### src/rtl/ex_stage.sv
// Execute stage of the RV32IM pipeline: ALU, shifts, compares, multiply, link,
// branch resolution and address generation. Defining EX_DIV_EN adds the iterative divider.
module ex_stage (
    input  logic        clk,
    input  logic        rst,
    input  logic [7:0]  aluop_i,
    input  logic [2:0]  alusel_i,
    input  logic [31:0] reg1_i,
    input  logic [31:0] reg2_i,
    input  logic [4:0]  wd_i,
    input  logic        wreg_i,
    input  logic [31:0] link_addr_i,
    input  logic [31:0] offset_i,
    output logic [4:0]  wd_o,
    output logic        wreg_o,
    output logic [31:0] wdata_o,
    output logic [7:0]  mem_aluop_o,
    output logic [31:0] mem_addr_o,
    output logic [31:0] mem_reg2_o,
    output logic        branch_flag_o,
    output logic [31:0] branch_target_o,
    output logic        stallreq_o
);

    // Result classes; loads/stores share the NOP class and are told apart by aluop.
    localparam logic [2:0] SEL_NOP    = 3'd0;
    localparam logic [2:0] SEL_LOGIC  = 3'd1;
    localparam logic [2:0] SEL_SHIFT  = 3'd2;
    localparam logic [2:0] SEL_ARITH  = 3'd3;
    localparam logic [2:0] SEL_MUL    = 3'd4;
    localparam logic [2:0] SEL_DIV    = 3'd5;
    localparam logic [2:0] SEL_JUMP   = 3'd6;
    localparam logic [2:0] SEL_BRANCH = 3'd7;

    localparam logic [7:0] OP_AND    = 8'h01;
    localparam logic [7:0] OP_OR     = 8'h02;
    localparam logic [7:0] OP_XOR    = 8'h03;
    localparam logic [7:0] OP_SLL    = 8'h04;
    localparam logic [7:0] OP_SRL    = 8'h05;
    localparam logic [7:0] OP_SRA    = 8'h06;
    localparam logic [7:0] OP_ADD    = 8'h07;
    localparam logic [7:0] OP_SUB    = 8'h08;
    localparam logic [7:0] OP_SLT    = 8'h09;
    localparam logic [7:0] OP_SLTU   = 8'h0A;
    localparam logic [7:0] OP_LUI    = 8'h0B;
    localparam logic [7:0] OP_AUIPC  = 8'h0C;
    localparam logic [7:0] OP_MUL    = 8'h10;
    localparam logic [7:0] OP_MULH   = 8'h11;
    localparam logic [7:0] OP_MULHSU = 8'h12;
    localparam logic [7:0] OP_MULHU  = 8'h13;
    localparam logic [7:0] OP_DIV    = 8'h14;
    localparam logic [7:0] OP_DIVU   = 8'h15;
    localparam logic [7:0] OP_REM    = 8'h16;
    localparam logic [7:0] OP_REMU   = 8'h17;
    localparam logic [7:0] OP_JAL    = 8'h18;
    localparam logic [7:0] OP_JALR   = 8'h19;
    localparam logic [7:0] OP_BEQ    = 8'h1A;
    localparam logic [7:0] OP_BNE    = 8'h1B;
    localparam logic [7:0] OP_BLT    = 8'h1C;
    localparam logic [7:0] OP_BGE    = 8'h1D;
    localparam logic [7:0] OP_BLTU   = 8'h1E;
    localparam logic [7:0] OP_BGEU   = 8'h1F;
    localparam logic [7:0] OP_LB     = 8'h20;
    localparam logic [7:0] OP_SW     = 8'h27;

    logic        lt_s;
    logic        ltu_s;
    logic [63:0] mul_a_s;
    logic [63:0] mul_b_s;
    logic [63:0] prod_s;
    logic [31:0] result_s;
    logic        keep_s;
    logic        taken_s;
    logic        div_stall_s;
    logic        div_valid_s;
    logic [31:0] div_result_s;

    assign lt_s  = $signed(reg1_i) < $signed(reg2_i);
    assign ltu_s = reg1_i < reg2_i;

    // Sign/zero-extend to 64 bits; the low 64 bits of the product are exact either way.
    assign mul_a_s = {{32{(aluop_i != OP_MULHU) & reg1_i[31]}}, reg1_i};
    assign mul_b_s = {{32{(aluop_i == OP_MULH) & reg2_i[31]}}, reg2_i};
    assign prod_s  = mul_a_s * mul_b_s;

`ifdef EX_DIV_EN
    typedef enum logic [1:0] {DIV_IDLE, DIV_BUSY, DIV_DONE} div_state_e;

    div_state_e  div_state_q, div_state_d;
    logic [4:0]  cnt_q, cnt_d;
    logic [31:0] quot_q, quot_d;
    logic [31:0] rem_q, rem_d;
    logic [31:0] divisor_q, divisor_d;
    logic        quot_neg_q, quot_neg_d;
    logic        rem_neg_q, rem_neg_d;
    logic        op_rem_q, op_rem_d;
    logic        is_div_op_s;
    logic        signed_op_s;
    logic        a_neg_s;
    logic        b_neg_s;
    logic [32:0] trial_s;
    logic [32:0] diff_s;

    assign is_div_op_s = (aluop_i == OP_DIV) || (aluop_i == OP_DIVU) ||
                         (aluop_i == OP_REM) || (aluop_i == OP_REMU);
    assign signed_op_s = (aluop_i == OP_DIV) || (aluop_i == OP_REM);
    assign a_neg_s     = signed_op_s & reg1_i[31];
    assign b_neg_s     = signed_op_s & reg2_i[31];
    assign trial_s     = {rem_q, quot_q[31]};
    assign diff_s      = trial_s - {1'b0, divisor_q};

    // Divider next-state: operand capture, restoring steps, sign-corrected result.
    always_comb begin
        div_state_d  = div_state_q;
        cnt_d        = cnt_q;
        quot_d       = quot_q;
        rem_d        = rem_q;
        divisor_d    = divisor_q;
        quot_neg_d   = quot_neg_q;
        rem_neg_d    = rem_neg_q;
        op_rem_d     = op_rem_q;
        div_stall_s  = 1'b0;
        div_valid_s  = 1'b0;
        div_result_s = 32'd0;
        case (div_state_q)
            DIV_IDLE: begin
                if ((alusel_i == SEL_DIV) && is_div_op_s) begin
                    div_stall_s = 1'b1;
                    op_rem_d    = (aluop_i == OP_REM) || (aluop_i == OP_REMU);
                    cnt_d       = 5'd0;
                    if (reg2_i == 32'd0) begin
                        quot_d      = 32'hFFFF_FFFF;
                        rem_d       = reg1_i;
                        divisor_d   = 32'd0;
                        quot_neg_d  = 1'b0;
                        rem_neg_d   = 1'b0;
                        div_state_d = DIV_DONE;
                    end else if (signed_op_s && (reg1_i == 32'h8000_0000) &&
                                 (reg2_i == 32'hFFFF_FFFF)) begin
                        quot_d      = 32'h8000_0000;
                        rem_d       = 32'd0;
                        divisor_d   = 32'd0;
                        quot_neg_d  = 1'b0;
                        rem_neg_d   = 1'b0;
                        div_state_d = DIV_DONE;
                    end else begin
                        quot_d      = a_neg_s ? (32'd0 - reg1_i) : reg1_i;
                        divisor_d   = b_neg_s ? (32'd0 - reg2_i) : reg2_i;
                        rem_d       = 32'd0;
                        quot_neg_d  = a_neg_s ^ b_neg_s;
                        rem_neg_d   = a_neg_s;
                        div_state_d = DIV_BUSY;
                    end
                end else begin
                    div_state_d = DIV_IDLE;
                end
            end
            DIV_BUSY: begin
                div_stall_s = 1'b1;
                // A borrow out of the trial subtraction means the divisor did not fit.
                quot_d = {quot_q[30:0], ~diff_s[32]};
                rem_d  = diff_s[32] ? trial_s[31:0] : diff_s[31:0];
                cnt_d  = cnt_q + 5'd1;
                if (cnt_q == 5'd31) begin
                    div_state_d = DIV_DONE;
                end else begin
                    div_state_d = DIV_BUSY;
                end
            end
            DIV_DONE: begin
                div_valid_s = 1'b1;
                if (op_rem_q) begin
                    div_result_s = rem_neg_q ? (32'd0 - rem_q) : rem_q;
                end else begin
                    div_result_s = quot_neg_q ? (32'd0 - quot_q) : quot_q;
                end
                div_state_d = DIV_IDLE;
            end
            default: begin
                div_state_d = DIV_IDLE;
            end
        endcase
    end

    // Divider state and operand registers.
    always_ff @(posedge clk) begin
        if (rst) begin
            div_state_q <= DIV_IDLE;
            cnt_q       <= 5'd0;
            quot_q      <= 32'd0;
            rem_q       <= 32'd0;
            divisor_q   <= 32'd0;
            quot_neg_q  <= 1'b0;
            rem_neg_q   <= 1'b0;
            op_rem_q    <= 1'b0;
        end else begin
            div_state_q <= div_state_d;
            cnt_q       <= cnt_d;
            quot_q      <= quot_d;
            rem_q       <= rem_d;
            divisor_q   <= divisor_d;
            quot_neg_q  <= quot_neg_d;
            rem_neg_q   <= rem_neg_d;
            op_rem_q    <= op_rem_d;
        end
    end
`else
    logic unused_clk_s;

    assign unused_clk_s = clk;
    assign div_stall_s  = 1'b0;
    assign div_valid_s  = 1'b0;
    assign div_result_s = 32'd0;
`endif

    // Per-class result selection and write-enable qualification.
    always_comb begin
        result_s = 32'd0;
        keep_s   = 1'b1;
        taken_s  = 1'b0;
        case (alusel_i)
            SEL_LOGIC: begin
                case (aluop_i)
                    OP_AND:  result_s = reg1_i & reg2_i;
                    OP_OR:   result_s = reg1_i | reg2_i;
                    OP_XOR:  result_s = reg1_i ^ reg2_i;
                    default: keep_s   = 1'b0;
                endcase
            end
            SEL_SHIFT: begin
                case (aluop_i)
                    OP_SLL:  result_s = reg1_i << reg2_i[4:0];
                    OP_SRL:  result_s = reg1_i >> reg2_i[4:0];
                    OP_SRA:  result_s = $unsigned($signed(reg1_i) >>> reg2_i[4:0]);
                    default: keep_s   = 1'b0;
                endcase
            end
            SEL_ARITH: begin
                case (aluop_i)
                    OP_ADD, OP_AUIPC: result_s = reg1_i + reg2_i;
                    OP_SUB:           result_s = reg1_i - reg2_i;
                    OP_SLT:           result_s = {31'd0, lt_s};
                    OP_SLTU:          result_s = {31'd0, ltu_s};
                    OP_LUI:           result_s = reg2_i;
                    default:          keep_s   = 1'b0;
                endcase
            end
            SEL_MUL: begin
                case (aluop_i)
                    OP_MUL:                        result_s = prod_s[31:0];
                    OP_MULH, OP_MULHSU, OP_MULHU:  result_s = prod_s[63:32];
                    default:                       keep_s   = 1'b0;
                endcase
            end
            SEL_DIV: begin
                result_s = div_result_s;
                keep_s   = div_valid_s;
            end
            SEL_JUMP: begin
                if ((aluop_i == OP_JAL) || (aluop_i == OP_JALR)) begin
                    result_s = link_addr_i;
                end else begin
                    keep_s = 1'b0;
                end
            end
            SEL_BRANCH: begin
                keep_s = 1'b0;
                case (aluop_i)
                    OP_BEQ:  taken_s = (reg1_i == reg2_i);
                    OP_BNE:  taken_s = (reg1_i != reg2_i);
                    OP_BLT:  taken_s = lt_s;
                    OP_BGE:  taken_s = ~lt_s;
                    OP_BLTU: taken_s = ltu_s;
                    OP_BGEU: taken_s = ~ltu_s;
                    default: taken_s = 1'b0;
                endcase
            end
            SEL_NOP: begin
                keep_s = (aluop_i >= OP_LB) && (aluop_i <= OP_SW);
            end
            default: begin
                keep_s = 1'b0;
            end
        endcase
    end

    // Output stage: everything reads zero while reset is held.
    always_comb begin
        if (rst) begin
            wd_o            = 5'd0;
            wreg_o          = 1'b0;
            wdata_o         = 32'd0;
            mem_aluop_o     = 8'd0;
            mem_addr_o      = 32'd0;
            mem_reg2_o      = 32'd0;
            branch_flag_o   = 1'b0;
            branch_target_o = 32'd0;
            stallreq_o      = 1'b0;
        end else begin
            wd_o            = wd_i;
            wreg_o          = wreg_i & keep_s;
            wdata_o         = result_s;
            mem_aluop_o     = aluop_i;
            mem_addr_o      = reg1_i + offset_i;
            mem_reg2_o      = reg2_i;
            branch_flag_o   = taken_s;
            branch_target_o = taken_s ? offset_i : 32'd0;
            stallreq_o      = div_stall_s;
        end
    end

endmodule

### config.mk
export PLATFORM = sky130hd
export DESIGN_NAME = ex_stage
export DESIGN_NICKNAME = d
export VERILOG_FILES = /design/src/rtl/ex_stage.sv
export SDC_FILE = /design/constraint.sdc
export NUM_CORES = 2
export LEC_CHECK = 0
export BUFFER_PORTS_ARGS = -buffer_cell sky130_fd_sc_hd__buf_4
export CORE_MARGIN = 1.5
export CORE_UTILIZATION = 47
export DETAILED_ROUTE_END_ITERATION = 6
export GPL_ROUTABILITY_DRIVEN = 0
export PLACE_DENSITY = 0.67
export SYNTH_ARGS = -nofsm -noshare
export SYNTH_HDL_FRONTEND = slang
export SYNTH_SLANG_ARGS = --single-unit
### constraint.sdc
create_clock -name vclk -period 11.25
set_input_delay 1.125 -clock vclk [all_inputs]
set_output_delay 1.125 -clock vclk [all_outputs]
set_load 0.05 [all_outputs]
Yosys cells after proc, flatten, opt, wreduce, memory -nomap -nowiden

Index checks and enable logic that the tools add are counted.

$add $sub $neg: 3
$mul: 1
Magnitude comparators: 4
Equality and inequality tests: 34
Shifts and indexed selects: 3
Muxes and demuxes: 23
Bitwise gates (word level): 8
Reduce and logical (&&, ||, !) cells: 10

Operator list:

| kind                                                                  | number |
|---|---|
| 32-bit one-hot mux with 5 select lines                                | 2 |
| 32-bit two-way mux                                                    | 6 |
| 32-bit one-hot mux with 3 select lines                                | 2 |
| 8-bit by 5-bit == test with 1-bit output, second input constant       | 12 |
| 32-bit adder                                                          | 2 |
| 32-bit < comparator                                                   | 2 |
| 33-bit by 33-bit multiplier with 64-bit output                        | 1 |
| 32-bit one-hot mux with 2 select lines                                | 1 |
| 8-bit by 4-bit == test with 1-bit output, second input constant       | 5 |
| 32-bit bitwise AND                                                    | 1 |
| 32-bit == test                                                        | 1 |
| 8-bit by 3-bit == test with 1-bit output, second input constant       | 4 |
| 32-bit != test                                                        | 1 |
| 32-bit OR                                                             | 1 |
| 32-bit by 5-bit left shift with 32-bit output                         | 1 |
| 32-bit by 5-bit right shift with 32-bit output                        | 1 |
| 32-bit by 5-bit >>> shifter with 32-bit output                        | 1 |
| 32-bit subtractor                                                     | 1 |
| 32-bit bitwise XOR                                                    | 1 |
| 8-bit by 2-bit == test with 1-bit output, second input constant       | 2 |
| 3-bit == test, second input constant                                  | 4 |
| 3-bit OR reduction                                                    | 3 |
| 8-bit by 1-bit == test with 1-bit output, second input constant       | 1 |
| 8-bit by 6-bit >= comparator with 1-bit output, second input constant | 1 |
| other kinds (17)                                                      | 29 |

Register bits after elaboration: 0
Input port bits: 147
Output and inout port bits: 144
Word-level logic and storage cells: 86

Longest topological paths before layout

Depth after elaboration: 6
Mapped depth: 35
Depth with buffers taken out: 31

Worst setup path after synthesis

OpenSTA, ideal clock, no wires.

Kind: input port to output port
Start: in reg2_i[2]
End: out wdata_o[27]
Data arrival time: 10.906 ns
Data required time: 10.125 ns
Setup slack: -0.781 ns
Stages: 32
Path buffers: 7
Cells stage by stage: clkbuf_1 -> clkinv_1 -> buf_1 -> buf_1 -> clkbuf_1 -> buf_1 -> buf_1 -> nor2_1 -> fa_1 -> inv_1 -> fa_1 -> inv_1 -> fa_1 -> fa_1 -> fa_1 -> fa_1 -> inv_1 -> fa_1 -> inv_1 -> fa_1 -> ha_1 -> clkbuf_1 -> a21oi_1 -> o21ai_0 -> nand2b_1 -> a21oi_1 -> a21oi_1 -> a31o_2 -> a31o_2 -> a21o_1 -> a31o_2 -> o41ai_1

Word-level cells in the longest chain between the ends: 4
Elaborated cells between the ends (all ways): 11
Classes of those cells: add/sub: 2; mul: 1; shift: 3; mux: 5

RTL lines:

| item                                                                   | line | RTL |
|---|---|---|
| start: declaration                                                     | 9    | `input logic [31:0] reg2_i,` |
| 33-bit by 33-bit multiplier with 64-bit output (tied with other cells) | 84   | `assign prod_s = mul_a_s * mul_b_s;` |
| 32-bit one-hot mux with 2 select lines (tied with other cells)         | 249  | `case (aluop_i)` |
| 32-bit one-hot mux with 5 select lines *                               | 221  | `case (alusel_i)` |
| 32-bit two-way mux *                                                   | 289  | `if (rst) begin` |
| end: declaration                                                       | 16   | `output logic [31:0] wdata_o,` |

Every way passes the cells marked *; elsewhere a longest branch is shown, timed or not.

Worst setup path in the final report

Start: in reg1_i[31]
End: out wdata_o[23]

Word-level cells in the longest chain between the ends: 5
Elaborated cells between the ends (all ways): 9
Classes of those cells: mul: 1; shift: 3; mux: 4; bitwise: 1

RTL lines:

| item                                           | line | RTL |
|---|---|---|
| start: declaration                             | 8    | `input logic [31:0] reg1_i,` |
| 1-bit bitwise AND                              | 82   | `assign mul_a_s = {{32{(aluop_i != OP_MULHU) & reg1_i[31]}}, reg1_i};` |
| 33-bit by 33-bit multiplier with 64-bit output | 84   |  |
| 32-bit one-hot mux with 2 select lines         | 249  |  |
| 32-bit one-hot mux with 5 select lines *       | 221  |  |
| 32-bit two-way mux *                           | 289  |  |

Marks and branches as above.

==> results.md <==
- P&R area growth vs syn: 9.22%
- Ys Warns: 0
- Avg Cell Area, Syn: 8.01 um2
- Synthesized area: 48,600 um2
- Area contributors post-synth: fa_1 46%, inv_1 9.6%, ha_1 8.7%
- Syn Nets: 7,689
- GRT overflow: 0
- Clock buffer count: 0
- I/O Pins: 291
- Final #Nets: 7,840
- IO Port Bufs: 289
- Crit-path max cell delay: 0.60 ns
- Worst Path Arrival: 9.96 ns
- Dpl hpwl: 160,000 um
- Chip width: 325 um
- Syn Inst Count: 6,074
- Post-synthesis compound-gate area fraction: 0.119
- Largest family of logic cells by synthesized area: adder cells
- Hold/Removal Path Class: primary input to output port
- DRT iter0 DRCs: 5,829
- Max_slew headroom: 0.183
- Crit path top cell by count: fa_1
- Pin count of the biggest net entering global routing: 75
- Crit path kind: primary input to output port
- Via count: 45,924
- Failing checks: DRC
- CP Max Fanout: 11
- Placed Cells: 7,590
- RSZ-0062 raised after global routing: yes
- Die footprint: 105,000 um2
- Fin crit share: 0.985
- DRC: 22
- Initial antenna violation count: 12
- Seq_cells: 0
- Register area: 0 um2
- Max-slew violations: 0
- Xor/xnor share of the synthesized area: 0.0200
- Status: complete, but fails checks
- GRT Total Usage: 0.376
- Fraction of layout cells with a size suffix above 1: 0.101
- Tmin final: 11.08 ns
- Hold Buf Count CTS: 0
- WP data required: 10.13 ns
- Final non-filler cell total: 7,603
- Post-synthesis sequential area ratio: 0
- Critical path's slowest cell: fa_1
- Core Area: 102,000 um2
- Synth cell types: 85
- Multiplexer area fraction after synthesis: 0.0207
- Simple-Gate Fraction of Synth Area: 0.161
- Most frequent cell after synthesis: inv_1
- Final instance area: 53,100 um2
- Routed Wire Length: 198,000 um
- Initial core utilization: 0.476
- Final Worst Setup Slack: 0.166 ns
- Fmax: 0.0902 GHz
- Synth top cells by count: 1,242 x inv_1, 1,128 x fa_1, 974 x nand2_1, 562 x nor2_1, 340 x ha_1
- Startpoint Class: primary input
- Die height: 325 um
- DR vias/cell: 6.04
- Synth top area share: 0.464
- Leading area contributor after synthesis: fa_1
- Final Hold Fails: 0
- Area share of fa/ha/maj cells after synthesis: 0.552
- Endpoint class of the critical path: output port
- Setup-failing EPs final: 0
- First-pass GRT wire length: 296,000 um
- Cell Area, Placed: 53,000 um2
- Setup TNS: 0 ns
- Number of global-route vias before repair: 46,621
- Routed wire length per instance: 26.0 um
- Routed Antenna Nets: 0
- Row cnt: 117
- Pre-CTS setup slack: 0.111 ns
- Drt pass-1 iters: 7
- Worst Max-Slew Pin Slew: 1.22 ns
- # Max-Cap Violations: 0
-- logic make-up after synthesis --
| group | Yosys count |
|---|---|
| muxes | 75 |
| and+or+nand+nor | 1876 |
| other | 1 |
| adders and majority gates | 1468 |
| xor gates and xnor gates | 111 |
| buffers and inverters | 1649 |
| AOI/OAI and AO/OA | 894 |
-- cell type report --
| cell class | instances | area, um2 |
|---|---|---|
| multi-input combinational | 4425 | 42600 |
| inverter | 1271 | 4780 |
| antenna | 12 | 30.0 |
| tap | 1368 | 1710 |
| fill | 9929 | 49100 |
| timing repair buffer | 527 | 4040 |
-- cell usage in the layout, fill, tap and decap left out, types with 10 or more instances in the layout --
cell type	count
inv_1	1240
fa_1	1127
nand2_1	974
nor2_1	556
buf_4	520
ha_1	338
a21oi_1	231
o21ai_0	226
xnor2_1	69
nor3_1	61
nand3_1	54
a21o_1	46
and2_1	43
xor2_1	42
mux2i_1	40
nor2b_1	34
nand2b_1	31
a211oi_1	30
a221oi_1	25
a31oi_1	23
nand4_1	22
a22oi_1	22
o221ai_1	21
o21bai_1	21
o211ai_1	21
a221o_1	21
clkinv_1	20
o21a_1	20
and3_1	19
o22ai_1	19
mux4_2	19
a22o_1	18
nor4_1	16
or3_1	16
mux2_2	16
o21ai_1	13
diode_2	12
o31ai_1	12
a211o_1	10
-- path summary, 6_finish.rpt --
kind                  cells past startpoint             endpoint  slack (ns)         start
worst max-delay path                     32          wdata_o[23]        0.17    reg1_i[31]
worst min-delay path                      3  branch_target_o[19]        2.63  offset_i[19]
-- through the flow --
step / hold WS (ns) / utilization
floorplan: 2.47 / -
global placement: 2.63 / 0.519
detailed placement: 2.63 / 0.519
CTS: 2.63 / 0.519
global route: 2.65 / 0.520
finish: 2.63 / 0.520
-- routing by layer --
layer  up-vias  wire length [um]  GRT usage
li1      19010                 -          -
met1     23046             69900      0.464
met2      3059             83800      0.560
met3       795             26900      0.126
met4        14             17000      0.245
met5         -               310     0.0140
-- worst max-delay path, delay by kind of cell --
kind / cells / cell delay (ns)
simple gates: 2 / 0.44
buf+inv: 14 / 2.22
compound gates: 7 / 1.71
fa+ha+maj: 9 / 4.43
-- timing repair --
item | 4_1_cts | 5_1_grt
setup endpoints to repair | 0 | 17
resized for setup | 0 | 23
buffers inserted | 0 | 1
